[src/rtl/display_scan_ctrl.sv]
// -----------------------------------------------------------------------------
// display_scan_ctrl
//
// Time-multiplexing scan controller for a 4-digit seven-segment display.
// It steps a digit slot counter (dig_sel) every CLK_DIV clocks and drives
// active-low anodes. The first BLANK_CYCLES clocks of every slot are dark to
// stop ghosting. It also hands the downstream nibble selector a frame-
// synchronised copy of the displayed word, so a digit never tears mid-frame.
//
// Parameters:
//   CLK_DIV       clock cycles per digit slot (>= 2)
//   BLANK_CYCLES  dark cycles at the start of each slot (< CLK_DIV, 0 = none)
//
// Ports:
//   clk         in   system clock, rising edge
//   rst         in   asynchronous active-high reset
//   en          in   scan enable; 0 freezes the scan and darkens the display
//   value_in    in   [15:0] new display word, digit 0 = [3:0]
//   load        in   one-cycle request to display value_in
//   value       out  [15:0] frame-synchronised display word
//   dig_sel     out  [1:0] current digit slot 0..3
//   anode       out  [3:0] active-low digit enables, bit n = digit n
//   frame_tick  out  one-cycle pulse when dig_sel wraps 3 -> 0
//
// Build option:
//   LEADING_ZERO_BLANK_EN  when defined, digits n > 0 whose nibbles n..3 of
//                          the registered value are all zero stay dark.
// -----------------------------------------------------------------------------
module display_scan_ctrl #(
  parameter int unsigned CLK_DIV      = 50000,
  parameter int unsigned BLANK_CYCLES = 16
) (
  input  logic        clk,
  input  logic        rst,
  input  logic        en,
  input  logic [15:0] value_in,
  input  logic        load,
  output logic [15:0] value,
  output logic [1:0]  dig_sel,
  output logic [3:0]  anode,
  output logic        frame_tick
);

  localparam int unsigned CW = (CLK_DIV > 1) ? $clog2(CLK_DIV) : 1;
  localparam logic [CW-1:0] CNT_MAX   = CW'(CLK_DIV - 1);
  localparam logic [CW-1:0] BLANK_END = CW'(BLANK_CYCLES);

  logic [CW-1:0] cnt_q, cnt_d;
  logic [1:0]    dig_q, dig_d;
  logic [3:0]    anode_q, anode_d;
  logic [15:0]   value_q, value_d;
  logic [15:0]   shadow_q, shadow_d;
  logic          pending_q, pending_d;
  logic          tick_q;
  logic          slot_end;
  logic          wrap;
  logic [3:0]    digit_en;

  // Per-digit permission to light. Digit 0 is always allowed.
`ifdef LEADING_ZERO_BLANK_EN
  genvar gi;
  assign digit_en[0] = 1'b1;
  generate
    for (gi = 1; gi < 4; gi++) begin : g_lead_zero
      // Lit only if some nibble at or above this digit is non-zero.
      assign digit_en[gi] = |value_q[15:4*gi];
    end
  endgenerate
`else
  assign digit_en = 4'b1111;
`endif

  always_comb begin
    slot_end  = en && (cnt_q == CNT_MAX);
    wrap      = slot_end && (dig_q == 2'd3);
    cnt_d     = cnt_q;
    dig_d     = dig_q;
    value_d   = value_q;
    shadow_d  = shadow_q;
    pending_d = pending_q;

    if (en) begin
      if (slot_end) begin
        cnt_d = '0;
        dig_d = dig_q + 2'd1;
      end else begin
        cnt_d = cnt_q + 1'b1;
      end
    end

    // Double buffer: a load on the wrap cycle goes straight to value;
    // otherwise it waits in shadow until the next wrap.
    if (load) begin
      shadow_d = value_in;
      if (wrap) begin
        value_d   = value_in;
        pending_d = 1'b0;
      end else begin
        pending_d = 1'b1;
      end
    end else if (wrap && pending_q) begin
      value_d   = shadow_q;
      pending_d = 1'b0;
    end

    // Anodes come from the next-state slot/count so they line up with
    // dig_sel on the same cycle.
    if (!en || (cnt_d < BLANK_END)) begin
      anode_d = 4'b1111;
    end else begin
      anode_d = ~((4'b0001 << dig_d) & digit_en);
    end
  end

  always_ff @(posedge clk or posedge rst) begin
    if (rst) begin
      cnt_q     <= '0;
      dig_q     <= 2'd0;
      anode_q   <= 4'b1111;
      value_q   <= 16'h0000;
      shadow_q  <= 16'h0000;
      pending_q <= 1'b0;
      tick_q    <= 1'b0;
    end else begin
      cnt_q     <= cnt_d;
      dig_q     <= dig_d;
      anode_q   <= anode_d;
      value_q   <= value_d;
      shadow_q  <= shadow_d;
      pending_q <= pending_d;
      tick_q    <= wrap;
    end
  end

  assign value      = value_q;
  assign dig_sel    = dig_q;
  assign anode      = anode_q;
  assign frame_tick = tick_q;

endmodule

[config.mk]
export PLATFORM = sky130hd
export DESIGN_NAME = display_scan_ctrl
export DESIGN_NICKNAME = d
export VERILOG_FILES = /design/src/rtl/display_scan_ctrl.sv
export SDC_FILE = /design/constraint.sdc
export NUM_CORES = 1
export LEC_CHECK = 0
export CORE_MARGIN = 1
export CORE_UTILIZATION = 45
export CTS_BUF_LIST = sky130_fd_sc_hd__clkbuf_8
export DETAILED_ROUTE_END_ITERATION = 8
export GPL_TIMING_DRIVEN = 0
export HOLD_SLACK_MARGIN = 0.1
export MAX_ROUTING_LAYER = met4
export PLACE_DENSITY = 0.69
export SYNTH_ARGS = -nofsm -noshare
export SYNTH_HDL_FRONTEND = slang
export SYNTH_SLANG_ARGS = --single-unit
export TNS_END_PERCENT = 50
[constraint.sdc]
create_clock -name clk -period 2.64 [get_ports clk]
set_input_delay 0.264 -clock clk [delete_from_list [all_inputs] [get_ports clk]]
set_output_delay 0.264 -clock clk [all_outputs]
set_load 0.02 [all_outputs]
==> results.py <==
metrics = {
    "global_routing": {
        "grt_use_met3_pct": 3.765,
        "grt_pass1_vias": 1563,
        "grt.overflow.total": 0,
        "grt_antenna_before_repair": 0,
        "grt_pass1_wl_mm": 7.514,
        "gr-usage-all-layers_pct": 16.43,
        "met2_usage_pct": 24.42,
        "top_usage_layer": "met2",
        "use_met1_pct": 22.58,
        "grt_max_degree": 45,
    },
    "place": {
        "port_buffers": 40,
        "post-dp-hpwl_mm": 3.248,
        "dp_cells": 313,
        "gp_congestion": 0.8470,
        "dp_slack_ns": 0.2183,
    },
    "yosys": {
        "synth.distinct_cells": 46,
        "synth_top_cell_area_share_pct": 50.71,
        "syn_avg_cell_area_um2": 12.83,
        "ys_async_sr_fraction_pct": 100.0,
        "synth_area_leaders": "dfrtp_1, mux2_2, mux2_4, dfstp_2, nor4_1",
        "synth_seq_area_share_pct": 54.80,
        "synth_edf_count": 0,
        "synth_area_leader_cell": "dfrtp_1",
        "synth_seq_cells": 56,
        "synth-simple-area-share_pct": 16.48,
        "syn_area_mm2": 0.002566,
        "synth_top_family_by_area": "simple AND/OR/NAND/NOR gates",
        "synthFlopType": "dfrtp_1",
        "synth-compound-area-share_pct": 3.852,
        "synth-xor-area-share_pct": 4.096,
        "yosysWarnings": 0,
        "syn_inst": 200,
        "synth_nets": 222,
        "synth-adder-area-share_pct": 0.9751,
        "synth.area.mux_share_pct": 16.33,
    },
    "power_and_ir_drop": {
        "p_leak_nw": 1.402,
        "ir_drop_mv": 0.3664,
        "powerDensity_mw_per_mm2": 537.6,
        "p_total_mw": 1.702,
    },
    "routing": {
        "wl_per_cell_um": 13.86,
        "vias_per_cell": 5.140,
        "num_vias": 1650,
        "dr.pass1.iters": 4,
        "ant_nets": 0,
        "route.detailed.drc": 0,
        "drt-initial-drc-count": 51,
        "wirelength_mm": 4.450,
    },
    "worst_setup_path": {
        "cpPeakStageDelay_ns": 0.51,
        "critPathKind": "reg -> reg",
        "slowest_stage": "dfrtp_1",
        "end_kind": "flop",
        "cp_cell_sequence": "nand4_1 -> nor4_1 -> xnor2_1 -> or4b_1 -> o311ai_2 -> or2_1",
        "critPathMaxFanout": 7,
        "crit_path_start_kind": "flop",
        "reg2reg_slack_ns": 0.17,
        "arrival_ns": 2.72,
        "required_ns": 2.89,
    },
    "clock_network": {
        "clk_path_buf_depth": 2,
        "cts_resized": 0,
        "cts_sinks": 56,
        "post_cts_buffers": 0,
        "root_buffer": "clkbuf_8",
        "cts_hold_buffers": 0,
        "cts.clk_slew.worst_paths_ns": 0.09,
        "numCtsBuffers": 5,
        "cts_tree": "yes",
        "h-tree-depth": 2,
        "clock_latency_ns": 0.30,
    },
    "finish": {
        "layout_commonest_cell": "dfrtp_1",
        "finalNetCount": 270,
        "instances_no_fill": 321,
        "drive_gt1_share_pct": 26.51,
        "final_cell_mix": "dfrtp_1, clkdlybuf4s50_1, mux2_2, nor2_1",
        "antenna_cells": 0,
        "area_delta_synth_final_pct": 23.35,
    },
    "sta": {
        "slew_headroom_pct": 62.95,
        "layout_setup_ws_ns": 0.1698,
        "tns_ns": 0,
        "max_freq_mhz": 404.8,
        "finalHoldWorstSlack_ns": 0.2377,
        "worst_pin_slew_ns": 0.5558,
        "hold_viol_final": 0,
        "finalSetupViolCount": 0,
        "finClkSkew_ns": 0.006300,
        "min_period_ns": 2.470,
        "layout_worst_path_cycle_share_pct": 93.57,
        "rsz0062_at_grt": "false",
        "slew_violations": 0,
    },
    "hold_path": {
        "min_path_type": "in -> async",
    },
    "die": {
        "rows": 27,
        "die_h_um": 77.52,
        "dieWidth_um": 77.52,
        "io_pins": 43,
        "dieArea_mm2": 0.006009,
        "core_mm2": 0.005507,
        "initial_core_util_pct": 46.60,
    },
    "flow_run": {
        "maxCapViolations": 0,
    },
    "run_status": {
        "status": "finished clean",
    },
}
==> cell type report <==
type	count	area (um^2)
repair buffers	41	420.4
clock inverters	3	20.02
clock buffers	5	68.82
plain buffers	10	73.82
flip-flops and latches	56	1406
fillers	451	2341
inverters	4	15.01
multi-input cells	130	1071
well taps	72	90.09
==> critical path, delay by kind of cell (launching register included) <==
family | cells | cell delay [ns]
AO/OA/AOI/OAI | 1 | 0.38
XOR/XNOR | 1 | 0.19
flip-flops | 1 | 0.51
AND/OR/NAND/NOR | 4 | 1.34
==> power breakdown <==
| group | switching [mW] | internal, mW |
|---|---|---|
| Sequential | 0.0669 | 0.925 |
| Clock | 0.257 | 0.185 |
| Combinational | 0.130 | 0.137 |
==> synthesized netlist by cell type, types with 5 or more instances <==
| library cell | n |
|---|---|
| xnor2_1 | 6 |
| nand4_1 | 5 |
| mux2_2 | 23 |
| mux2_4 | 10 |
| dfrtp_1 | 52 |
| nand2_1 | 10 |
| nor2_1 | 14 |
| nor4_1 | 9 |
| xor2_1 | 6 |
==> worst paths after layout <==
| kind | start | end | cells past startpoint |
|---|---|---|---|
| min in group clk | en | cnt_q[2]$_DFFE_PP0P_ | 3 |
| min | rst | dig_sel[1]$_DFF_PP0_ | 2 |
| max in group asynchronous | rst | anode[0]$_DFF_PP1_ | 3 |
| max | cnt_q[5]$_DFF_PP0_ | anode[1]$_DFF_PP1_ | 6 |
| max reg2reg | cnt_q[5]$_DFF_PP0_ | anode[1]$_DFF_PP1_ | 6 |
| min reg2reg | shadow_q[11]$_DFFE_PP0P_ | shadow_q[11]$_DFFE_PP0P_ | 1 |
==> per-stage QoR <==
step                util, %  instance area, um^2
detailed placement    55.87                 3077
floorplan                 -                 2566
CTS                   57.49                 3166
global route          57.49                 3166
finish                57.49                 3166
global placement      55.51                 3057
==> kinds of logic (layout without fill, tap and decap cells) <==
logic type                 count (synthesis)  count (layout)
and+or+nand+nor                           69              69
muxes                                     34              34
DFF                                       56              56
AOI/OAI and AO/OA                         13              13
xor gates and xnor gates                  12              12
adders and majority gates                  2               2
buffers and inverters                     14              63
==> registers in the layout, summed over array words and instances (netlist names) <==
signal	flops
cnt_q	16
frame_tick	1
anode	4
shadow_q	16
value	16
pending_q	1
dig_sel	2
==> per-layer routing <==
| layer | wire length (um) | vias up |
|---|---|---|
| met5 | 0 | - |
| met4 | 15 | 0 |
| met3 | 159 | 2 |
| met2 | 2078 | 34 |
| met1 | 2196 | 805 |
| li1 | - | 809 |
No activity file was read; power rests on OpenSTA's default activity.
